[config.mk]
export PLATFORM = sky130hd
export DESIGN_NAME = univ_shift_reg
export DESIGN_NICKNAME = d
export VERILOG_FILES = /design/src/rtl/univ_shift_reg.sv
export SDC_FILE = /design/constraint.sdc
export NUM_CORES = 1
export LEC_CHECK = 0
export CORE_AREA = 5 5 47 49
export CTS_CLUSTER_DIAMETER = 50
export CTS_CLUSTER_SIZE = 28
export DETAILED_ROUTE_END_ITERATION = 6
export DIE_AREA = 0 0 52 54
export PLACE_DENSITY = 0.71
export SYNTH_ARGS = -nofsm -noshare
export SYNTH_HDL_FRONTEND = slang
export SYNTH_SLANG_ARGS = --single-unit
[constraint.sdc]
create_clock -name clk -period 1.3 [get_ports clk]
set_clock_uncertainty 0.2 [all_clocks]
set_input_delay 0.13 -clock clk [delete_from_list [all_inputs] [get_ports clk]]
set_output_delay 0.13 -clock clk [all_outputs]
set_load 0.05 [all_outputs]
[src/rtl/univ_shift_reg.sv]
// ---------------------------------------------------------------------------
// univ_shift_reg
//   Universal shift register with an idle-time operation decoder and a
//   serial transmit burst engine.  While idle, 'mode' selects hold, shift,
//   rotate, parallel load or clear.  A 'start' request loads I_par and
//   shifts it out LSB first on 'sout' over exactly WIDTH cycles.
//
// Parameters
//   WIDTH  : register width in bits (>= 2)
//
// Ports
//   clk    : rising-edge clock
//   rst    : asynchronous reset, active low
//   mode   : idle operation select (ignored during a burst)
//   I_par  : parallel load data
//   sin_r  : serial input entering the MSB on right shifts
//   sin_l  : serial input entering the LSB on left shifts
//   start  : request a transmit burst (takes priority over mode)
//   A_par  : registered register contents
//   sout   : serial output, always A_par[0]
//   busy   : registered, high while a burst is in progress
//   done   : registered one-cycle pulse on burst completion
// ---------------------------------------------------------------------------
module univ_shift_reg #(
  parameter int WIDTH = 4
) (
  input  logic             clk,
  input  logic             rst,
  input  logic [2:0]       mode,
  input  logic [WIDTH-1:0] I_par,
  input  logic             sin_r,
  input  logic             sin_l,
  input  logic             start,
  output logic [WIDTH-1:0] A_par,
  output logic             sout,
  output logic             busy,
  output logic             done
);

  // One extra bit beyond $clog2 keeps the counter from wrapping even when
  // WIDTH is an exact power of two.
  localparam int CNT_W = $clog2(WIDTH) + 1;
  localparam logic [CNT_W-1:0] LAST_BIT = CNT_W'(WIDTH - 1);

  typedef enum logic {
    IDLE  = 1'b0,
    SHIFT = 1'b1
  } state_t;

  state_t           state_q, state_d;
  logic [WIDTH-1:0] a_q, a_d;
  logic [CNT_W-1:0] cnt_q, cnt_d;
  logic             busy_q, busy_d;
  logic             done_q, done_d;

  // Next-state logic.  done defaults low so the pulse always lasts exactly
  // one cycle.  A burst ends on the edge where the counter shows the last
  // bit has just been presented.
  always_comb begin
    state_d = state_q;
    a_d     = a_q;
    cnt_d   = cnt_q;
    busy_d  = busy_q;
    done_d  = 1'b0;

    unique case (state_q)
      IDLE: begin
        if (start) begin
          a_d     = I_par;
          cnt_d   = '0;
          busy_d  = 1'b1;
          state_d = SHIFT;
        end else begin
          unique case (mode)
            3'b000: a_d = a_q;
            3'b001: a_d = {sin_r, a_q[WIDTH-1:1]};
            3'b010: a_d = {a_q[WIDTH-2:0], sin_l};
            3'b011: a_d = I_par;
            3'b100: a_d = {a_q[0], a_q[WIDTH-1:1]};
            3'b101: a_d = {a_q[WIDTH-2:0], a_q[WIDTH-1]};
            3'b110: a_d = '0;
            3'b111: a_d = a_q;
          endcase
        end
      end

      SHIFT: begin
        a_d   = {sin_r, a_q[WIDTH-1:1]};
        cnt_d = cnt_q + 1'b1;
        if (cnt_q == LAST_BIT) begin
          state_d = IDLE;
          busy_d  = 1'b0;
          done_d  = 1'b1;
        end
      end

      default: begin
        state_d = IDLE;
        busy_d  = 1'b0;
      end
    endcase
  end

  // State register; reset aborts any burst without a done pulse.
  always_ff @(posedge clk or negedge rst) begin
    if (!rst) begin
      state_q <= IDLE;
      a_q     <= '0;
      cnt_q   <= '0;
      busy_q  <= 1'b0;
      done_q  <= 1'b0;
    end else begin
      state_q <= state_d;
      a_q     <= a_d;
      cnt_q   <= cnt_d;
      busy_q  <= busy_d;
      done_q  <= done_d;
    end
  end

  assign A_par = a_q;
  assign sout  = a_q[0];
  assign busy  = busy_q;
  assign done  = done_q;

endmodule

==> impl_metrics.yaml <==
cells_and_area:
  post-route-util_pct: 65.7
  area_growth_pct: 75.4
  final_cell_count_no_fill: 141
  drive_gt1_share_pct: 45.6
  final_common_cell: "buf_4"
  nNetsFinal: 129
  fillCellCount: 156
  final_cell_mix: "buf_4 (19), nor2_1 (8), nand2_1 (7), clkdlybuf4s50_1 (7), buf_12 (7)"
  antenna_cells: 0
clocking:
  clock-root-buffer: "clkbuf_4"
  clk_latency_ns: 0.27
  clock_sinks: 10
  clockBufferDepth: 2
  tritoncts: "done"
  ctsHtreeMaxLevel: 1
  clk_pin_slew_worst_paths_ns: 0.07
  numCtsBuffers: 3
yosys:
  ys_types: 32
  async_flop_share_pct: 100
  yosysSeqAreaShare_pct: 36.7
  synthesis.nets: 87
  synth-seq-cells: 10
  yosysWarningCount: 0
  synth_ff_type: "dfrtp_1"
  postSynthAreaPerCell_um2: 9.34
  synth_cells: 73
  synth_edf_count: 0
  syn_area_um2: 682
placement:
  port_buffers: 18
  dpl.cell_count: 133
  gp_congestion: 0.922
  dp_hpwl_um: 1600
detailed_routing:
  drt_iter0_markers: 20
  drt-vias-per-instance: 5.35
  totalWireLength_um: 2000
  ant_nets: 0
  drc_errors: 0
  avgRoutedWirePerCell_um: 14.2
  first_pass_iters: 4
  num_vias: 755
min_path:
  hold_class: "input port to async pin"
global_route:
  overflow: 0
  grt_pass1_wl_um: 3420
  antenna_found_initial: 0
  grtUsageTotal_pct: 16.9
  grt_max_degree: 11
  grt_pass1_vias: 790
setup_path:
  r2r_cells: 3
  start_kind: "register"
  r2r_setup_slack_ns: -0.15
  worst_path_max_delay_cell: "dfrtp_2"
  crit_family: "flip-flops"
  r2r-start: "state_q"
  r2r-end: "A_par[2]"
  arrival_ns: 1.42
  path_class: "register to register"
  worstPathCellList: "nor4_4 -> a21oi_1 -> a31oi_1"
  cp_num_buf_inv: 0
  cpPeakStageDelay_ns: 0.49
  required_ns: 1.27
  crit_fanout: 8
  endpoint_kind: "register"
status:
  status: "finished, violations left"
  violations: "setup timing"
timing:
  post-route-min-period_ns: 1.45
  fin_setup_tns_ns: -0.441
  max_freq_ghz: 0.690
  rsz0062_at_grt: "yes"
  finalSetupViolations: 8
  slew_viol_final: 0
  slew_headroom_pct: 69.5
  worst_slew_pin_slew_ns: 0.455
  finalHoldViolCount: 0
  setup_ws_ns: -0.149
  post-route-period-util_pct: 111
floorplan:
  start_util_pct: 37.4
  fp.dieH_um: 54
  num_io_pins: 19
  rows: 16
  die_w_um: 52
  core-area_um2: 1820
  dieArea_um2: 2810
power:
  leakage_uw: 0.000509
  power_per_cell_area_nw_per_um2: 2190
  ir_worst_vdd_uv: 1270
  power.total_uw: 2610
job:
  cap_violations: 0
[flip-flops by register name, summed over array words and instances (netlist names)]
| signal | flops |
|---|---|
| A_par | 4 |
| state_q | 1 |
| cnt_q | 3 |
| busy | 1 |
| done | 1 |
[through the flow]
step	worst slack (ns)	hold slack, ns	cell area (um2)
after floorplan	-0.117	-0.366	708
after global placement	-0.516	0.263	1100
after detailed placement	-0.609	0.278	1100
after CTS	-0.144	0.306	1190
after global routing	-0.225	0.0924	1200
final	-0.149	0.0404	1200
[cell type report]
cell class | instances | area, um2 | share of cell area [%]
Clock buffer | 4 | 36.3 | 3.03
Inverter | 4 | 15.0 | 1.26
Multi-Input combinational cell | 55 | 420 | 35.1
Sequential cell | 10 | 256 | 21.4
Tap cell | 27 | 33.8 | 2.82
Timing Repair Buffer | 41 | 434 | 36.3
[Yosys cell counts, drive strengths merged, types with 2 or more instances]
master	instances	share of area [%]
inv	4	2.2
o2bb2ai	3	4.8
nand2b	4	3.7
nand2	7	3.9
o21ai	5	4.2
nor3	2	1.5
nor2	9	5.0
dfrtp	10	37
ha	2	3.7
nor4	2	5.0
a31oi	4	3.7
mux2i	3	4.4
buf	4	4.0
[worst max path at each step]
stage               end  slack, ns  cells after the start  startpoint
4_1_cts        A_par[0]      -0.14                      3     state_q
3_3_place_gp   A_par[0]      -0.52                      5     mode[1]
5_1_grt        A_par[0]      -0.23                      3     state_q
2_1_floorplan  A_par[3]      -0.12                      4    A_par[0]
6_report       A_par[2]      -0.15                      3     state_q
3_5_place_dp   A_par[0]      -0.61                      5     mode[1]
[power by group]
group          leakage [uW]  internal, uW  switching, uW  total (uW)
logic              0.000375           882            784        1670
registers          0.000114           477            192         669
clock network     0.0000210           170            109         279
[cell families (layout without fill, tap and decap cells)]
group	after synthesis	count (layout)	share of synthesized area (%)
AND/OR/NAND/NOR	28	28	24.2
buffers and inverters	8	49	6.24
adder cells (fa/ha/maj)	2	2	3.67
flip-flops	10	10	36.7
AO/OA/AOI/OAI	22	22	24.8
multiplexers	3	3	4.40
[metal layers]
| layer | global-route usage [%] | routed length, um | up-vias |
|---|---|---|---|
| met3 | 4.99 | 116 | 6 |
| met4 | 7.42 | 48 | 0 |
| met2 | 29.7 | 1020 | 36 |
| met1 | 18.9 | 814 | 359 |
| met5 | 0 | 0 | - |
| li1 | - | - | 354 |
[repair_timing]
item / 4_1_cts / 5_1_grt
buffers inserted: 3 / 1
cloned: 0 / 0
endpoints found under the hold margin: 10 / 0
resized for setup: 10 / 2
hold buffers: 1 / 0
pin swaps: 5 / 2
setup endpoints to repair: 14 / 23
No activity file was read; power rests on OpenSTA's default activity.
